[config.mk]
export PLATFORM = sky130hd
export DESIGN_NAME = led_pwm_cmd_ctrl
export DESIGN_NICKNAME = d
export VERILOG_FILES = /design/src/rtl/led_pwm_cmd_ctrl.sv
export SDC_FILE = /design/constraint.sdc
export NUM_CORES = 1
export LEC_CHECK = 0
export CAP_MARGIN = 20
export CORE_MARGIN = 5
export CORE_UTILIZATION = 40
export CTS_BUF_LIST = sky130_fd_sc_hd__clkbuf_16
export CTS_CLUSTER_SIZE = 8
export DETAILED_ROUTE_END_ITERATION = 10
export GPL_TIMING_DRIVEN = 0
export PLACE_DENSITY_LB_ADDON = 0.25
export SLEW_MARGIN = 20
export SYNTH_ARGS = -nofsm -noshare
export SYNTH_HDL_FRONTEND = slang
export SYNTH_SLANG_ARGS = --single-unit
export TNS_END_PERCENT = 1
[constraint.sdc]
create_clock -name Clock -period 2.2 [get_ports Clock]
set_input_delay 0.22 -clock Clock [delete_from_list [all_inputs] [get_ports Clock]]
set_output_delay 0.22 -clock Clock [all_outputs]
set_load 0.02 [all_outputs]
[src/rtl/led_pwm_cmd_ctrl.sv]
// rtl/led_pwm_cmd_ctrl.sv - multi-channel LED PWM controller driven by an ASCII command byte stream
module led_pwm_cmd_ctrl #(
    parameter int CHANNELS   = 3,
    parameter int PWM_BITS   = 8,
    parameter int TIMEOUT    = 1000000,
    parameter int ACTIVE_LOW = 1
) (
    input  logic                Clock,
    input  logic                Reset,
    input  logic [7:0]          Cmd,
    input  logic                CmdValid,
    output logic [CHANNELS-1:0] Led,
    output logic [CHANNELS-1:0] Enabled,
    output logic                CmdError
);

    localparam int                TW      = $clog2(TIMEOUT + 1);
    localparam logic [PWM_BITS-1:0] PC_LAST = {{(PWM_BITS-1){1'b1}}, 1'b0};
    localparam logic [PWM_BITS-1:0] LVL_MAX = {PWM_BITS{1'b1}};
    localparam logic [8:0]        CH_LIM  = 9'(CHANNELS);
    localparam logic [TW-1:0]     TO_LAST = TW'(TIMEOUT - 1);
    localparam logic              POL     = (ACTIVE_LOW != 0);

    typedef enum logic [1:0] {
        S_IDLE,
        S_T_IDX,
        S_L_IDX,
        S_L_LVL
    } state_t;

    state_t               r_state;
    state_t               w_next;
    logic [TW-1:0]        r_to;
    logic [TW-1:0]        w_to_next;
    logic [7:0]           r_idx;
    logic                 w_idx_we;
    logic [CHANNELS-1:0]  r_en;
    logic [CHANNELS-1:0]  w_tgl;
    logic [CHANNELS-1:0]  w_lit;
    logic [CHANNELS-1:0]  r_led;
    logic                 w_clr;
    logic                 w_lvl_we;
    logic                 w_err;
    logic                 w_treq;
    logic [7:0]           w_tch;
    logic                 r_err;
    logic [PWM_BITS-1:0]  r_pc;
    logic                 w_wrap;
    logic [PWM_BITS-1:0]  w_lvl;
    logic [PWM_BITS-1:0]  r_shadow [CHANNELS];
    logic [PWM_BITS-1:0]  r_active [CHANNELS];

    always_comb begin
        w_next    = r_state;
        w_to_next = r_to;
        w_idx_we  = 1'b0;
        w_clr     = 1'b0;
        w_lvl_we  = 1'b0;
        w_err     = 1'b0;
        w_treq    = 1'b0;
        w_tch     = 8'd0;
        w_tgl     = '0;
        if (r_state == S_IDLE) begin
            w_to_next = '0;
            if (CmdValid) begin
                case (Cmd)
                    8'd82: begin w_treq = 1'b1; w_tch = 8'd0; end
                    8'd71: begin w_treq = 1'b1; w_tch = 8'd1; end
                    8'd66: begin w_treq = 1'b1; w_tch = 8'd2; end
                    8'd84: w_next = S_T_IDX;
                    8'd76: w_next = S_L_IDX;
                    8'd88: w_clr = 1'b1;
                    default: w_err = 1'b1;
                endcase
            end
        end else if (CmdValid) begin
            w_to_next = '0;
            w_next    = S_IDLE;
            case (r_state)
                S_T_IDX: begin
                    w_treq = 1'b1;
                    w_tch  = Cmd;
                end
                S_L_IDX: begin
                    if ({1'b0, Cmd} < CH_LIM) begin
                        w_idx_we = 1'b1;
                        w_next   = S_L_LVL;
                    end else begin
                        w_err = 1'b1;
                    end
                end
                default: w_lvl_we = 1'b1;
            endcase
        end else if (r_to == TO_LAST) begin
            // Abandoned multi-byte command: drop it and flag
            w_to_next = '0;
            w_next    = S_IDLE;
            w_err     = 1'b1;
        end else begin
            w_to_next = r_to + 1'b1;
        end

        if (w_treq) begin
            if ({1'b0, w_tch} < CH_LIM) begin
                for (int i = 0; i < CHANNELS; i++) begin
                    if (w_tch == 8'(i)) begin
                        w_tgl[i] = 1'b1;
                    end
                end
            end else begin
                w_err = 1'b1;
            end
        end
    end

    assign w_wrap = (r_pc == PC_LAST);
    assign w_lvl  = PWM_BITS'(Cmd);

    always_comb begin
        for (int i = 0; i < CHANNELS; i++) begin
            w_lit[i] = r_en[i] && (r_pc < r_active[i]);
        end
    end

    always_ff @(posedge Clock or negedge Reset) begin
        if (!Reset) begin
            r_state <= S_IDLE;
            r_to    <= '0;
            r_idx   <= 8'd0;
            r_en    <= '0;
            r_err   <= 1'b0;
            r_pc    <= '0;
            r_led   <= {CHANNELS{POL}};
        end else begin
            r_state <= w_next;
            r_to    <= w_to_next;
            r_err   <= w_err;
            r_led   <= w_lit ^ {CHANNELS{POL}};
            r_pc    <= w_wrap ? '0 : r_pc + 1'b1;
            if (w_idx_we) begin
                r_idx <= Cmd;
            end
            if (w_clr) begin
                r_en <= '0;
            end else begin
                r_en <= r_en ^ w_tgl;
            end
        end
    end

    // Active levels only change at the wrap so a PWM period is never cut short
    always_ff @(posedge Clock or negedge Reset) begin
        if (!Reset) begin
            for (int i = 0; i < CHANNELS; i++) begin
                r_shadow[i] <= LVL_MAX;
                r_active[i] <= LVL_MAX;
            end
        end else begin
            for (int i = 0; i < CHANNELS; i++) begin
                if (w_lvl_we && (r_idx == 8'(i))) begin
                    r_shadow[i] <= w_lvl;
                end
                if (w_wrap) begin
                    r_active[i] <= r_shadow[i];
                end
            end
        end
    end

    assign Led      = r_led;
    assign Enabled  = r_en;
    assign CmdError = r_err;

endmodule

# Word-level counts from Yosys, hierarchy flattened
# Index checks and enable logic that the tools add are counted.
[word_totals] input_bits=11 wordCells=98 register_bits=93 output_inout_bits=7
[op_classes] n_bitwise=2 n_mux=46 n_lt_le_gt_ge=5 reduce_logical=14 n_addsub=2 eq_ne=16
[op_table] cell="$mux W20" n=3
[op_table] cell="$eq A8 B7 Y1 const B" n=6
[op_table] cell="$mux W8" n=4
[op_table] cell="$mux W1" n=27
[op_table] cell="$lt A8 B8 Y1" n=3
[op_table] cell="$add A20 B1 Y20 const B" n=1
[op_table] cell="$eq A20 B20 Y1 const B" n=1
[op_table] cell="$eq A8 B1 Y1 const B" n=2
[op_table] cell="$eq A8 B2 Y1 const B" n=2
[op_table] cell="$logic_not A8 Y1" n=2
[op_table] cell="$lt A8 B2 Y1 const B" n=2
[op_table] cell="$mux W2" n=7
[op_table] cell="$mux W3" n=3
[op_table] cell="$add A8 B1 Y8 const B" n=1
[op_table] cell="$eq A8 B8 Y1 const B" n=1
[op_table] cell="$pmux W2 S2" n=2
[op_table] cell="$logic_and A1 B1 Y1" n=6
[op_table] cell="$reduce_or A6 Y1" n=1
[op_table] cell="$ne A3 B1 Y1 const B" n=1
[op_table] cell="$not A3 Y3" n=1
[op_table] cell="$reduce_and A3 Y1" n=1
[op_table] cell="$reduce_or A3 Y1" n=1
[op_table] cell="$xor A3 B3 Y3" n=1
[op_table] cell="$eq A2 B1 Y1 const B" n=1
[op_table] cell="5 further kinds" n=5

# Longest topological paths before layout
# Gate-level depths: netlist (run 1).
[depth] ltp_word=10 depth_mapped=8 depth_no_buf=7

# Worst setup path before layout (run 1)
# No wires, ideal clock.
[synth_timing] path_type="flip-flop to flip-flop" from="register r_state[1]" to="register r_shadow[1] (netlist name)" period_less_slack_ns=2.123 stages_incl_launch_ff=8 setup_time_ns=0.082 required_time_ns=2.118 path_slack_ns=0.077 t_arrival_ns=2.041 path_buffers=1 path_cell_list="dfrtp_1 > inv_1 > ha_1 > nor4_1 > nand4_1 > or3b_2 > clkbuf_1 > mux2_2"
[synth_between] elab_chain_cells=6 elab_cells_between_ends=8 classes_between="eq/ne: 2; mux: 3; reduce/logical: 3"
[synth_lines] element="start: declaration" line_no="31" rtl="state_t r_state;"
[synth_lines] element="start signal: assignment" line_no="135" rtl="r_state <= w_next;"
[synth_lines] element="$eq A2 B2 Y1 or $eq A2 B1 Y1 (tied branches)" line_no="79" rtl="case (r_state)"
[synth_lines] element="$reduce_or A2 Y1 (no line)"
[synth_lines] element="$mux W1" line_no="79"
[synth_lines] element="$mux W1" line_no="76" rtl="end else if (CmdValid) begin"
[synth_lines] element="$mux W1 *" line_no="63" rtl="if (r_state == S_IDLE) begin"
[synth_lines] element="$logic_and A1 B1 Y1 *" line_no="160" rtl="if (w_lvl_we && (r_idx == 8'(i))) begin"
[synth_lines] element="end signal: indexed assignment" line_no="161" rtl="r_shadow[i] <= w_lvl;"
[synth_lines] element="end: declaration" line_no="50" rtl="logic [PWM_BITS-1:0] r_shadow [CHANNELS];"
# Mark *: on every way between the ends. The rest lies on a longest branch, timed or not.
# A chain may end at the register's enable or synchronous reset.

# Worst setup path after layout (run 1)
[layout_timing] from="input Cmd[7]" to="register r_en[2] (netlist: Enabled[2])"
[layout_between] elab_chain_cells=10 elab_cells_between_ends=23 classes_between="order compare: 1; eq/ne: 5; mux: 15; bitwise: 1; reduce/logical: 1"
[layout_lines] element="start: declaration" line_no="10" rtl="input logic [7:0] Cmd,"
[layout_lines] element="parallel branches: the longest is 9 deep, another holds $lt A8 B2 Y1"
[layout_lines] element="$mux W3 *" line_no="143" rtl="if (w_clr) begin"
[layout_lines] element="end signal: assignment" line_no="146" rtl="r_en <= r_en ^ w_tgl;"
[layout_lines] element="end: declaration" line_no="37" rtl="logic [CHANNELS-1:0] r_en;"
# Every way passes the cells marked *.

==> results of run 1 <==
[logic make-up after synthesis]
logic type	after synthesis	synth area share
AND/OR/NAND/NOR	126	0.1421
flip-flops	93	0.5106
AO/OA/AOI/OAI	43	0.06145
XOR/XNOR	27	0.05049
adder cells (fa/ha/maj)	27	0.07213
buffers and inverters	45	0.04328
multiplexers	50	0.1200
[metal layers]
metal  up-vias  track usage
met1      1507       0.1960
met3        12      0.03200
met2        40       0.2222
li1       1474            -
met5         -            0
met4         0      0.06738
[registers in the layout (all words and copies together), names as in the netlist]
name      cells
Led           3
r_to         20
r_idx         8
r_state       2
r_pc          8
r_active     24
Enabled       3
CmdError      1
r_shadow     24
[power breakdown]
part,total [mW],switching (mW),leakage [nW],internal [mW]
Clock,1.38,0.636,0.125,0.748
Sequential,2.01,0.107,1.09,1.90
Combinational,0.664,0.344,1.03,0.320
[cell usage in the layout (no fill, tap or decap), types with 10 or more instances in the layout]
cell type / netlist / final
xor2_1: 18 / 18
dfrtp_1: 42 / 42
nand3_1: 11 / 11
mux2_2: 49 / 49
inv_1: 30 / 30
dfstp_2: 51 / 51
nor2_1: 42 / 41
ha_1: 27 / 27
o21ai_0: 11 / 11
nand2_1: 23 / 22
clkdlybuf4s50_1: 0 / 10
[how the worst min path moves through the flow]
stage / slack, ns / end / start / cells after the start
finish: 0.20 / r_shadow[8] / Cmd[0] / 2
global route: 0.20 / r_shadow[12] / Cmd[4] / 2
CTS: 0.19 / r_shadow[12] / Cmd[4] / 2
detailed placement: 0.16 / r_pc[0] / Reset / 1
global placement: 0.47 / r_idx[6] / r_idx[6] / 1
floorplan: -0.08 / CmdError / Reset / 0
[cell type report]
type / count / area, µm² / share of cell area
Sequential cell: 93 / 2391 / 0.4483
Inverter: 30 / 112.6 / 0.02111
Multi-Input combinational cell: 273 / 2117 / 0.3969
Buffer: 14 / 92.59 / 0.01736
Clock inverter: 7 / 35.03 / 0.006568
Tap cell: 143 / 178.9 / 0.03354
Clock buffer: 9 / 225.2 / 0.04222
Timing Repair Buffer: 15 / 181.4 / 0.03401
[worst register-to-register path, stage by stage, from the launching register on]
cell,delay (ns)
dfrtp_1,0.39
ha_1,0.23
nand2_1,0.08
nor2_1,0.25
and4_1,0.34
or3_1,0.16
clkbuf_1,0.38
nor2_1,0.11
[repair_timing]
| item | 4_1_cts | 5_1_grt |
|---|---|---|
| endpoints found under the hold margin | 23 | 0 |
| pin swaps | 0 | 2 |
| buffers inserted | 0 | 1 |
| gates resized for setup | 6 | 10 |
| endpoints found under the setup margin | 31 | 72 |
| hold buffers | 1 | 0 |
==> impl_metrics.ini, run 1 <==
[outcome]
run_status = finished clean

[routing]
via_count = 3033
wl_per_cell_um = 15.83
via_per_inst = 5.193
routed_wirelength_um = 9242
drt_iter0_drc = 118
met2_length_um = 4286
ant_nets = 0
m1WireLength_um = 4504
wl_met3_um = 252
highest_layer = met4
dr.pass1.iters = 4
drc = 0

[synthesis]
synth_nets = 449
syn_area_per_cell_um2 = 11.39
yosysMostFrequentCell = dfstp_2
synth-edff-count = 0
netlist_area_mm2 = 0.004683
yosysUniqueCellTypes = 45
yosys-top-cells-count = 51 x dfstp_2, 49 x mux2_2, 42 x dfrtp_1, 42 x nor2_1, 30 x inv_1
postSynthCellCount = 411
synth-seq-cells = 93
ys_async_sr_fraction = 1.000
synth_flop_cell = dfstp_2
yosysWarnings = 0
yosysSeqAreaShare = 0.5106
netlist.area_leader.share = 0.2861
synth_area_leaders = dfstp_2 29%, dfrtp_1 22%, mux2_2 12%
yosysTopAreaCell = dfstp_2

[timing]
fin_worst_skew_ns = 0.006592
final.setup.tns_ns = 0
fin_ws_ns = 0.09279
slew-limit-headroom = 0.5754
slew_violations = 0
worst_pin_slew_ns = 0.6311
max_freq_mhz = 474.6
setup_viol = 0
post-route-period-util = 0.9578
finalHoldViolCount = 0
rsz0062_at_grt = true
period_minus_slack_ns = 2.107
worst_hold_slack_ns = 0.2047

[worst_setup_path]
worstSetupEndpoint = Enabled[2]
crit_buf_inv = 1
regToRegSetupSlack_ns = 0.12
slowest_delay_ns = 0.58
cp_num_cells = 6
cp-startpoint = Cmd[7]
crit_fanout = 7
reg2reg_from = r_to[0]
critPathKind = in2reg
worst_r2r_endpoint = r_to[19]
worstSetupEndpointType = flip-flop
critPathArrivalTime_ns = 2.38
cpLargestDelayFamily = simple AND/OR/NAND/NOR gates
ff2ff_path_depth = 7
cp_slowest_cell = clkdlybuf4s50_1
crit_chain = clkdlybuf4s50_1, or4_4, or4_4, a211o_1, xor2_1, nor2_1
cpMostUsedCell = or4_4
startpoint_type = input pin
required_ns = 2.47

[power_and_ir_drop]
powerDensity_mw_per_mm2 = 760.4
ir_drop_mv = 0.4216
total_power_mw = 4.056
p_leak_nw = 2.245

[clock_network]
cts_buffers = 9
clk_pin_slew_worst_paths_ns = 0.06
cts_tree = built
htreeDepth = 3
root_buffer = clkbuf_16
cts_buffer_depth = 2
cts.sinks = 93
clk_latency_ns = 0.34

[floorplanning]
ios = 18
design.die.area_mm2 = 0.01397
start_util = 0.4084
row_count = 39
die_height_um = 118.2
core-area_mm2 = 0.01147
die_w_um = 118.2

[grt]
track_usage = 0.1450
grt_pass1_vias = 3250
overflow = 0
grt_pass1_wl_um = 16150
grt_max_degree = 57
antenna_found_initial = 0

[run]
drv_cap = 0

[place]
dp.cells = 567
pre_cts_ws_ns = -0.3476
io_buffers = 12
dp_hpwl_um = 6479
place_area_mm2 = 0.005011
place.gp.congestion = 0.8321

[worst_hold_path]
hp-class = in2reg

[finish]
drive_gt1_frac = 0.3107
num_antenna_cells = 0
nFillCells = 1040
nets = 474
final_cell_count_no_fill = 584
synthToLayoutAreaGrowth_pct = 13.89
post-route-cell-area_mm2 = 0.005334
post-route-util = 0.4651
Note: power is estimated with default switching activity, not from simulation.
==> run 2: changes to the inputs <==
--- a/config.mk
+++ b/config.mk
@@ -5,6 +5,7 @@
 export SDC_FILE = /design/constraint.sdc
 export NUM_CORES = 1
 export LEC_CHECK = 0
+export ABC_CLOCK_PERIOD_IN_PS = 2200
 export CAP_MARGIN = 20
 export CORE_MARGIN = 5
 export CORE_UTILIZATION = 40
@@ -12,7 +13,7 @@
 export CTS_CLUSTER_SIZE = 8
 export DETAILED_ROUTE_END_ITERATION = 10
 export GPL_TIMING_DRIVEN = 0
-export PLACE_DENSITY_LB_ADDON = 0.25
+export PLACE_DENSITY = 0.61
 export SLEW_MARGIN = 20
 export SYNTH_ARGS = -nofsm -noshare
 export SYNTH_HDL_FRONTEND = slang
==> impl_metrics.ini, run 2 (synthesis results as in run 1) <==
[outcome]
run_status = finished clean

[timing]
rsz0062_at_grt = true
finalHoldViolCount = 0
slew-limit-headroom = 0.4949
fin_ws_ns = 0.02014
post-route-period-util = 0.9908
period_minus_slack_ns = 2.180
max_freq_mhz = 458.7
fin_worst_skew_ns = 0.006039
slew_violations = 0
worst_pin_slew_ns = 0.7507
setup_viol = 0

[finish]
nets = 474
layout_common_cells = 51 x dfstp_2, 49 x mux2_2, 42 x dfrtp_1, 42 x nor2_1, 30 x inv_1
largestRegisters = r_active: 24 flops, r_shadow: 24 flops, r_to: 20 flops
nFillCells = 1061
num_antenna_cells = 0
synthToLayoutAreaGrowth_pct = 15.15
layout_commonest_cell = dfstp_2
drive_gt1_frac = 0.3129
final_cell_count_no_fill = 584
post-route-cell-area_mm2 = 0.005393

[worst_setup_path]
ff2ff_path_depth = 6
crit_fanout = 7
cp_slowest_cell = clkdlybuf4s50_1
regToRegSetupSlack_ns = 0.09
cp-startpoint = Cmd[7]
cpMostUsedCell = or4_4
startpoint_type = input pin
critPathKind = in2reg
crit_chain = clkdlybuf4s50_1, or4_4, or4_4, a211o_1, xor2_1, nor2_1
worstSetupEndpointType = flip-flop
cpLargestDelayFamily = simple AND/OR/NAND/NOR gates
required_ns = 2.48
crit_buf_inv = 1
worst_r2r_endpoint = r_active[7]
slowest_delay_ns = 0.64
critPathArrivalTime_ns = 2.46
reg2reg_from = r_pc[2]

[power_and_ir_drop]
total_power_mw = 4.307
p_leak_nw = 2.266
powerDensity_mw_per_mm2 = 798.6
ir_drop_mv = 0.6857

[grt]
overflow = 0
track_usage = 0.1395
grt_max_degree = 54
grt_pass1_vias = 3120
antenna_found_initial = 0
grt_pass1_wl_um = 15610

[worst_hold_path]
hp-start = Cmd[0]
min_to = r_shadow[8]
hold_depth = 2
hp-class = in2reg

[routing]
routed_wirelength_um = 9301
ant_nets = 0
via_count = 3068
dr.pass1.iters = 4
via_per_inst = 5.253
wl_per_cell_um = 15.93
drc = 0
drt_iter0_drc = 186

[clock_network]
cts_tree = built
cts_buffers = 9
cts.sinks = 93
htreeDepth = 3
root_buffer = clkbuf_16
clk_latency_ns = 0.35
cts_buffer_depth = 2
clk_pin_slew_worst_paths_ns = 0.07

[place]
place_area_mm2 = 0.005011
dp.cells = 567
io_buffers = 12
dp_hpwl_um = 6573
place.gp.congestion = 0.8178
pre_cts_ws_ns = -0.5689

[floorplanning]
die_height_um = 118.2
die_w_um = 118.2
ios = 18
start_util = 0.4084
row_count = 39
core-area_mm2 = 0.01147
design.die.area_mm2 = 0.01397

[run]
drv_cap = 0
==> run 2: power by group <==
part / internal [mW] / switching, mW
sequential: 1.90 / 0.102
combinational: 0.320 / 0.348
clock: 0.988 / 0.648
total: 3.21 / 1.10
==> run 2: area by class of cell <==
class / instances / area, µm² / share of cell area
Tap cell: 143 / 178.9 / 0.03318
Clock inverter: 7 / 91.34 / 0.01694
Inverter: 30 / 112.6 / 0.02088
Sequential cell: 93 / 2391 / 0.4434
Multi-Input combinational cell: 273 / 2123 / 0.3937
Timing Repair Buffer: 15 / 181.4 / 0.03364
Clock buffer: 9 / 225.2 / 0.04176
Buffer: 14 / 88.84 / 0.01647
==> run 2: timing repair <==
item / in CTS / in global routing
endpoints found under the setup margin: 35 / 64
buffers inserted: 0 / 1
gates resized for setup: 6 / 6
hold buffers: 1 / 0
pin swaps: 0 / 2
endpoints found under the hold margin: 14 / 0
cloned: 0 / 0
==> run 2: per-layer routing <==
metal,GRT usage,up-vias,part of all wire
li1,-,1480,-
met2,0.2106,51,0.47
met4,0.06165,0,0.019
met3,0.03868,15,0.040
met1,0.1876,1522,0.47
met5,0,-,0
==> run 2: how the worst max path moves through the flow <==
stage	endpoint	slack, ns	cells after the start
after CTS	Enabled[2]	0.007	6
final	Enabled[2]	0.02	6
after global routing	r_active[7]	-0.08	6
after global placement	r_idx[4]	-2.44	1
after detailed placement	Enabled[0]	-0.57	5
after floorplan	r_shadow[1]	0.08	7
==> run 2: per-stage QoR <==
stage,setup TNS (ns),utilization,hold slack (ns)
5_1_grt,-0.8305,0.4703,0.1938
3_5_place_dp,-9.810,0.4370,0.1573
3_3_place_gp,-179.52,0.4345,0.4710
4_1_cts,0,0.4672,0.1925
6_report,0,0.4703,0.2018
2_1_floorplan,0,-,-0.07559
